<file path="src/rtl/keypad_scan.sv">
// 3x3 keypad row scanner with per-key debounce and one-cycle press pulses.
// Optional auto-repeat of a single held key is enabled by defining KEYPAD_REPEAT_EN.
module keypad_scan #(
    parameter int DEBOUNCE      = 4,
    parameter int REPEAT_FRAMES = 64
) (
    input  logic       scan_clk,
    input  logic       rst,
    input  logic [2:0] col_n,
    output logic [2:0] row_n,
    output logic [8:0] btns,
    output logic [8:0] held,
    output logic       key_valid,
    output logic [3:0] key_code
);

    localparam logic [3:0] DB_LAST = 4'(DEBOUNCE - 1);

    if (DEBOUNCE < 1 || DEBOUNCE > 15 || REPEAT_FRAMES < 2 || REPEAT_FRAMES > 255) begin : g_bad_params
        $error("keypad_scan: DEBOUNCE or REPEAT_FRAMES out of range");
    end

    logic [2:0] p_q, p_d;
    logic       run_q;
    logic [2:0] row_n_q, row_n_d;
    logic [8:0] held_q, held_d;
    logic [8:0] btns_q, btns_d;
    logic [8:0] press;
    logic [3:0] cnt_q [9];
    logic [3:0] cnt_d [9];
    logic       sample_en;
    logic [1:0] row_sel;

    // run_q holds p at 0 for one cycle after reset so row R1 is driven before it is sampled
    always_comb begin
        p_d = 3'd0;
        if (run_q) begin
            p_d = (p_q == 3'd5) ? 3'd0 : p_q + 3'd1;
        end
        case (p_d)
            3'd0:    row_n_d = 3'b110;
            3'd2:    row_n_d = 3'b101;
            3'd4:    row_n_d = 3'b011;
            default: row_n_d = 3'b111;
        endcase
    end

    assign sample_en = run_q && !p_q[0];
    assign row_sel   = p_q[2:1];

    for (genvar gi = 0; gi < 9; gi++) begin : g_key
        localparam int R = gi / 3;
        localparam int C = gi % 3;
        logic upd;
        logic raw;
        assign upd         = sample_en && (row_sel == 2'(R));
        assign raw         = ~col_n[C];
        assign held_d[gi]  = (upd && raw != held_q[gi] && cnt_q[gi] == DB_LAST) ? ~held_q[gi] : held_q[gi];
        assign cnt_d[gi]   = !upd ? cnt_q[gi] :
                             (raw == held_q[gi] || cnt_q[gi] == DB_LAST) ? 4'd0 : cnt_q[gi] + 4'd1;
    end

    assign press = held_d & ~held_q;

`ifdef KEYPAD_REPEAT_EN
    localparam logic [7:0] REP_LAST = 8'(REPEAT_FRAMES - 1);

    logic [7:0] rep_q, rep_d;
    logic [8:0] row_mask;
    logic       one_held;
    logic       rep_pulse;

    always_comb begin
        case (row_sel)
            2'd0:    row_mask = 9'h007;
            2'd1:    row_mask = 9'h038;
            default: row_mask = 9'h1C0;
        endcase
        one_held  = $onehot(held_q);
        rep_d     = rep_q;
        rep_pulse = 1'b0;
        if (!one_held) begin
            rep_d = 8'd0;
        end else if (sample_en && |(held_q & held_d & row_mask)) begin
            // one tick per frame, taken in the held key's own sampling phase
            if (rep_q == REP_LAST) begin
                rep_pulse = 1'b1;
                rep_d     = 8'd0;
            end else begin
                rep_d = rep_q + 8'd1;
            end
        end
        btns_d = press | (rep_pulse ? (held_q & row_mask) : 9'h000);
    end

    always_ff @(posedge scan_clk) begin
        if (rst) begin
            rep_q <= 8'd0;
        end else begin
            rep_q <= rep_d;
        end
    end
`else
    assign btns_d = press;
`endif

    always_ff @(posedge scan_clk) begin
        if (rst) begin
            p_q     <= 3'd0;
            run_q   <= 1'b0;
            row_n_q <= 3'b111;
            held_q  <= 9'h000;
            btns_q  <= 9'h000;
            for (int i = 0; i < 9; i++) begin
                cnt_q[i] <= 4'd0;
            end
        end else begin
            p_q     <= p_d;
            run_q   <= 1'b1;
            row_n_q <= row_n_d;
            held_q  <= held_d;
            btns_q  <= btns_d;
            for (int i = 0; i < 9; i++) begin
                cnt_q[i] <= cnt_d[i];
            end
        end
    end

    // lowest column wins when several keys of one row settle together
    always_comb begin
        key_code = 4'd0;
        for (int i = 8; i >= 0; i--) begin
            if (btns_q[i]) begin
                key_code = 4'(i);
            end
        end
    end

    assign key_valid = |btns_q;
    assign row_n     = row_n_q;
    assign btns      = btns_q;
    assign held      = held_q;

endmodule

</file>
<file path="config.mk">
export PLATFORM = sky130hd
export DESIGN_NAME = keypad_scan
export DESIGN_NICKNAME = d
export VERILOG_FILES = /design/src/rtl/keypad_scan.sv
export SDC_FILE = /design/constraint.sdc
export NUM_CORES = 1
export LEC_CHECK = 0
export CAP_MARGIN = 20
export CORE_UTILIZATION = 55
export DETAILED_ROUTE_END_ITERATION = 8
export GPL_TIMING_DRIVEN = 0
export PLACE_DENSITY = 0.78
export SETUP_SLACK_MARGIN = 0.2
export SLEW_MARGIN = 15
export SYNTH_ARGS = -nofsm -noshare
export SYNTH_HDL_FRONTEND = slang
export SYNTH_SLANG_ARGS = --single-unit
</file>
<file path="constraint.sdc">
create_clock -name scan_clk -period 5.4 [get_ports scan_clk]
set_input_delay 1.62 -clock scan_clk [delete_from_list [all_inputs] [get_ports scan_clk]]
set_output_delay 1.62 -clock scan_clk [all_outputs]
set_load 0.01 [all_outputs]
</file>
==> results.json, run 1 <==
{
  "tritoncts_num_sinks": 61,
  "drc_viols": 0,
  "max_freq_ghz": 0.285,
  "rows": 26,
  "hold-worst-slack_ns": 0.474,
  "final-max-slew-violation-count": 0,
  "worst_slack_ns": 1.89,
  "nNetsFinal": 405,
  "finalCriticalPeriod_ns": 3.51,
  "coreArea_sq_um": 5110,
  "mappedNetlistArea_sq_um": 2920,
  "ir_drop_mv": 0.174,
  "worst_ep_required_time_ns": 3.78,
  "clock-skew-final_ns": 0.00666,
  "crit_type": "reg -> out",
  "drt-total-wl_microns": 6350,
  "effective_utilization_at_floorplan_pct": 57.2,
  "fin_tns_setup_ns": 0,
  "grt_start_max_net_pins": 11,
  "num-fill-cells": 441,
  "antenna_violation_net_count_after_detailed_routing": 0,
  "timing.critical_path.buf_inv": 1,
  "critical-path-top-delay-family": "simple AND/OR/NAND/NOR gates",
  "rsz0062_at_grt": "no",
  "ctsLongestPathBuffers": 2,
  "design.die.area_sq_um": 5600,
  "synth_warnings": 0,
  "worst_path_max_delay_cell": "sky130_fd_sc_hd__clkdlybuf4s50_1",
  "grt_antenna_before_repair": 0,
  "syn_nets": 365,
  "grt_pass1_wl_microns": 10300,
  "syn_avg_cell_area_sq_um": 8.54,
  "number_of_primary_i_o_pins": 31,
  "htree_num_levels": 3,
  "hold_buffers": 0,
  "portBuffers": 29,
  "synth_cell_types": 33,
  "pre_cts_slack_ns": 2.07,
  "overflow": 0,
  "timing.final.crit_share_pct": 65.0,
  "worst_path_cell_trace": "nor4_1 > and3_1 > clkdlybuf4s50_1",
  "dieWidth_microns": 74.9,
  "setup_viol": 0,
  "area_growth_syn_to_layout_pct": 19.5,
  "syn-instance-count": 342,
  "global_route.usage.total_pct": 24.8,
  "cts_buffers": 9,
  "cts_tree": "yes",
  "max_slew_margin_vs_limit_pct": 35.0,
  "fraction_of_layout_cells_with_a_size_suffix_above_1_pct": 9.04,
  "gpl.final_weighted_congestion": 0.803,
  "cts_root_buf": "sky130_fd_sc_hd__clkbuf_8",
  "ys_seq_area_share_pct": 41.8,
  "ctsResizeCount": 0,
  "timing_hold_violations_final": 0,
  "timing.critical_path.fanout_max": 4,
  "leakagePower_uw": 0.00123,
  "drv.max_cap_violation_count": 0,
  "antennaDiodeCount": 0,
  "clk_pin_slew_ns": 0.06,
  "vias_cell": 5.52,
  "clock_insertion_delay_worst_skew_ns": 0.34,
  "post-dp-hpwl_microns": 4480,
  "synth_register_bits": 61,
  "drt-pass1-iter-count": 4,
  "die_height_microns": 74.9,
  "vias_in_the_first_global_route": 2296,
  "min-delay-path-class": "reg -> reg",
  "vias_after_detailed_routing": 2523,
  "setup.worst_path.start_class": "flop",
  "drt_iter0_markers": 131,
  "totalPowerFinal_uw": 896,
  "wl_per_cell_microns": 13.9,
  "timing.critical_path.to_type": "output port",
  "timing.critical_path.slowest_cell_delay_ns": 0.53,
  "postCtsSetupBuffers": 0,
  "worst_pin_slew_ns": 0.961,
  "pwr_per_cell_area_nw_per_um2": 257,
  "outcome": "completed",
  "cp.arrival_ns": 1.89
}
-- worst paths after layout --
path / start / to / slack, ns / cells after the start
max: btns[5] / key_code[3] / 1.89 / 3
min: cnt_q[0][17] / cnt_q[0][17] / 0.47 / 2
max reg2reg: p_q[1] / held[7] / 3.11 / 7
min reg2reg: cnt_q[0][17] / cnt_q[0][17] / 0.47 / 2
-- worst reg2reg max path, cell delays in order (launching register included) --
cell	delay [ns]
sky130_fd_sc_hd__dfxtp_1	0.33
sky130_fd_sc_hd__clkbuf_1	0.29
sky130_fd_sc_hd__nand4bb_1	0.24
sky130_fd_sc_hd__clkbuf_1	0.38
sky130_fd_sc_hd__clkbuf_1	0.45
sky130_fd_sc_hd__nor3_1	0.14
sky130_fd_sc_hd__ha_1	0.29
sky130_fd_sc_hd__nor2_1	0.04
-- cell usage in the layout, fill, tap and decap left out, drive strengths merged, types with 2 or more instances in the layout --
master	netlist	layout
nand2b	9	9
inv	12	12
nor2b	12	12
clkdlybuf4s50	0	29
nand4	4	4
a21oi	37	37
buf	5	5
clkinv	0	4
or3	9	9
xor2	9	9
clkbuf	9	20
and4bb	2	2
nor2	25	25
nand3b	10	10
nor3	15	15
ha	18	18
dfxtp	61	61
nand3	10	10
nand2	35	35
xnor2	3	3
or2	6	6
or3b	9	9
a2bb2oi	9	9
o21ai	12	12
and2	3	3
nand4b	4	4
or4	6	6
nor4	2	2
-- cell usage after synthesis --
cell type,instances,share of area [%]
sky130_fd_sc_hd__dfxtp_1,61,42
sky130_fd_sc_hd__a21oi_1,37,6.3
sky130_fd_sc_hd__nand2_1,35,4.5
sky130_fd_sc_hd__nor2_1,25,3.2
sky130_fd_sc_hd__ha_1,18,7.7
sky130_fd_sc_hd__nor3_1,15,2.6
sky130_fd_sc_hd__inv_1,12,1.5
sky130_fd_sc_hd__nor2b_1,12,2.6
sky130_fd_sc_hd__o21ai_0,12,2.1
sky130_fd_sc_hd__nand3_1,10,1.7
sky130_fd_sc_hd__nand3b_1,10,2.6
sky130_fd_sc_hd__a2bb2oi_1,9,2.7
sky130_fd_sc_hd__clkbuf_1,9,1.2
sky130_fd_sc_hd__nand2b_1,9,1.9
sky130_fd_sc_hd__or3_1,9,1.9
sky130_fd_sc_hd__or3b_2,9,2.7
sky130_fd_sc_hd__xor2_1,9,2.7
sky130_fd_sc_hd__or2_2,6,1.3
sky130_fd_sc_hd__or4_1,6,1.5
sky130_fd_sc_hd__nand4_1,4,0.86
sky130_fd_sc_hd__nand4b_1,4,1.2
sky130_fd_sc_hd__and2_1,3,0.64
sky130_fd_sc_hd__buf_2,3,0.51
sky130_fd_sc_hd__xnor2_1,3,0.90
sky130_fd_sc_hd__and4bb_2,2,0.86
sky130_fd_sc_hd__buf_1,2,0.26
sky130_fd_sc_hd__nor4_1,2,0.43
sky130_fd_sc_hd__a21o_1,1,0.26
sky130_fd_sc_hd__and3_1,1,0.21
sky130_fd_sc_hd__nand4bb_1,1,0.39
sky130_fd_sc_hd__nor4b_1,1,0.30
sky130_fd_sc_hd__o21bai_1,1,0.26
sky130_fd_sc_hd__or4b_1,1,0.34
-- registers in the layout, indices dropped and copies added, names as in the netlist --
| signal | flops |
|---|---|
| p_q | 3 |
| cnt_q | 36 |
| run_q | 1 |
| row_n | 3 |
| held | 9 |
| btns | 9 |
-- final cells by class --
class | instances | area (sq um) | share of cell area (%)
Buffer | 14 | 56.3 | 1.61
Multi-Input combinational cell | 255 | 1600 | 45.8
Clock inverter | 5 | 50.0 | 1.43
Inverter | 12 | 45.0 | 1.29
Clock buffer | 11 | 141 | 4.05
Timing Repair Buffer | 29 | 290 | 8.32
Sequential cell | 61 | 1220 | 35.0
Tap cell | 70 | 87.6 | 2.51
-- where the power goes --
group / switching, uW / leakage, uW / internal, uW
clock: 172 / 0.000103 / 222
sequential: 2.55 / 0.000493 / 454
combinational: 30.1 / 0.000636 / 16.0
-- layer usage --
layer / GRT usage, % / up-vias / part of all wire, %
li1: - / 1280 / -
met4: 10.1 / 0 / 2.1
met2: 39.9 / 44 / 49
met5: 0 / - / 0
met1: 30.8 / 1186 / 46
met3: 7.76 / 13 / 2.9
-- metrics by stage --
stage,cell area (sq um),utilization (%),std cells
global route,3490,68.3,457
detailed placement,3300,64.6,441
floorplan,2920,-,342
finish,3490,68.3,457
CTS,3490,68.3,457
global placement,3300,64.6,441
-- kinds of logic (layout without fill, tap and decap cells) --
| logic type | count (synthesis) | count (layout) | synth area share (%) |
|---|---|---|---|
| AOI/OAI and AO/OA | 60 | 60 | 11.6 |
| xor gates and xnor gates | 12 | 12 | 3.60 |
| buffers and inverters | 26 | 71 | 3.47 |
| and+or+nand+nor | 165 | 165 | 31.8 |
| adders and majority gates | 18 | 18 | 7.72 |
| DFF | 61 | 61 | 41.8 |
Power figures use the tool's default switching activity.
==> inputs of run 2 (changes only) <==
CORE_UTILIZATION = 51   (was 55)
PLACE_DENSITY = 0.76   (was 0.78)
clock period = 3.2 ns   (was 5.4 ns; I/O delays follow)
==> results.json, run 2 (synthesis gave the netlist of run 1 again) <==
{
  "nNetsFinal": 405,
  "hold_buffers": 0,
  "drc_viols": 0,
  "max_slew_margin_vs_limit_pct": 58.3,
  "min-delay-path-class": "reg -> reg",
  "design.die.area_sq_um": 6030,
  "overflow": 0,
  "ctsResizeCount": 0,
  "timing.final.crit_share_pct": 87.9,
  "largest_reg_flops": 36,
  "max_freq_ghz": 0.356,
  "setup.worst_path.start_class": "flop",
  "cts_tree": "yes",
  "worst_pin_slew_ns": 0.624,
  "outcome": "completed",
  "cp.arrival_ns": 1.85,
  "portBuffers": 29,
  "final_design_area_no_fill_sq_um": 3480,
  "placed_cell_area_sq_um": 3300,
  "ir_drop_mv": 0.436,
  "number_of_primary_i_o_pins": 31,
  "final_cell_mix": "sky130_fd_sc_hd__dfxtp_1 (61), sky130_fd_sc_hd__a21oi_1 (37), sky130_fd_sc_hd__nand2_1 (35)",
  "timing.critical_path.fanout_max": 4,
  "postCtsSetupBuffers": 0,
  "vias_after_detailed_routing": 2538,
  "global_route.usage.total_pct": 22.0,
  "effective_utilization_at_floorplan_pct": 53.0,
  "rows": 27,
  "finalCriticalPeriod_ns": 2.81,
  "num-fill-cells": 475,
  "setup_viol": 0,
  "clock_insertion_delay_worst_skew_ns": 0.33,
  "grt_pass1_wl_microns": 10400,
  "grt_most_used_layer": "met2",
  "area_used_by_multi_input_combinational_logic_sq_um": 1600,
  "grt_start_max_net_pins": 11,
  "worstRegToRegCells": 7,
  "cts_buffers": 9,
  "grt_antenna_before_repair": 0,
  "dieWidth_microns": 77.7,
  "clock-skew-final_ns": 0.00676,
  "crit_type": "reg -> out",
  "timing.critical_path.to_type": "output port",
  "fin_tns_setup_ns": 0,
  "drt_iter0_markers": 75,
  "drt-pass1-iter-count": 4,
  "vias_cell": 5.53,
  "layout_commonest_cell": "sky130_fd_sc_hd__dfxtp_1",
  "fraction_of_layout_cells_with_a_size_suffix_above_1_pct": 8.53,
  "area_growth_syn_to_layout_pct": 19.1,
  "wl_per_cell_microns": 13.5,
  "antennaDiodeCount": 0,
  "htree_num_levels": 3,
  "rsz0062_at_grt": "no",
  "ctsLongestPathBuffers": 2,
  "antenna_violation_net_count_after_detailed_routing": 0,
  "top_register": "cnt_q",
  "clk_pin_slew_ns": 0.06,
  "vias_in_the_first_global_route": 2344,
  "leakagePower_uw": 0.00122,
  "globalRouteMet2Util_pct": 37.3,
  "cts_root_buf": "sky130_fd_sc_hd__clkbuf_8",
  "totalPowerFinal_uw": 1450,
  "use_met3_pct": 4.00,
  "timing_hold_violations_final": 0,
  "gpl.final_weighted_congestion": 0.829,
  "ff_latch_area_sq_um": 1220,
  "coreArea_sq_um": 5510,
  "worst_ep_required_time_ns": 2.24,
  "grt_use_met1_pct": 27.2,
  "final-max-slew-violation-count": 0,
  "post-dp-hpwl_microns": 4460,
  "drv.max_cap_violation_count": 0,
  "die_height_microns": 77.7,
  "timing.hold.worst_path_depth": 2,
  "pwr_per_cell_area_nw_per_um2": 416,
  "tritoncts_num_sinks": 61,
  "drt-total-wl_microns": 6180
}
run 2: worst max-delay path, stage by stage (launching register included):
cell                              delay, ns
sky130_fd_sc_hd__dfxtp_1               0.34
sky130_fd_sc_hd__nor4_1                0.44
sky130_fd_sc_hd__and3_1                0.22
sky130_fd_sc_hd__clkdlybuf4s50_1       0.53
run 2: worst paths after layout:
check                                  from          end  slack [ns]
worst max-delay path                btns[1]  key_code[3]        0.39
worst min register to register  cnt_q[0][1]  cnt_q[0][1]        0.47
worst min-delay path            cnt_q[0][1]  cnt_q[0][1]        0.47
worst max register to register       p_q[1]      btns[7]        0.88
run 2: final cells by class:
type / instances / area share [%]
Buffer: 14 / 1.62
Clock buffer: 15 / 4.79
Clock inverter: 1 / 0.144
Inverter: 12 / 1.30
Multi-Input combinational cell: 255 / 46.1
Sequential cell: 61 / 35.1
Tap cell: 72 / 2.59
Timing Repair Buffer: 29 / 8.35
run 2: per-layer routing:
metal / vias up / routed length, microns / part of all wire [%]
met4: 0 / 79 / 1.3
met1: 1196 / 2870 / 46
met5: - / 0 / 0
li1: 1279 / - / -
met2: 55 / 2990 / 48
met3: 8 / 236 / 3.8
run 2: report_power, final:
| group | internal, uW | switching, uW | leakage [uW] |
|---|---|---|---|
| clock | 324 | 275 | 0.0000877 |
| sequential | 766 | 4.25 | 0.000493 |
| combinational | 27.5 | 50.2 | 0.000638 |
run 2: metrics by stage:
step	worst slack, ns	utilization, %	hold slack [ns]	std cells
after floorplan	1.26	-	0.449	342
after global placement	0.535	59.9	0.459	443
after detailed placement	0.505	59.9	0.463	443
after CTS	0.403	63.0	0.473	459
after global routing	0.219	63.1	0.499	459
final	0.387	63.1	0.468	459
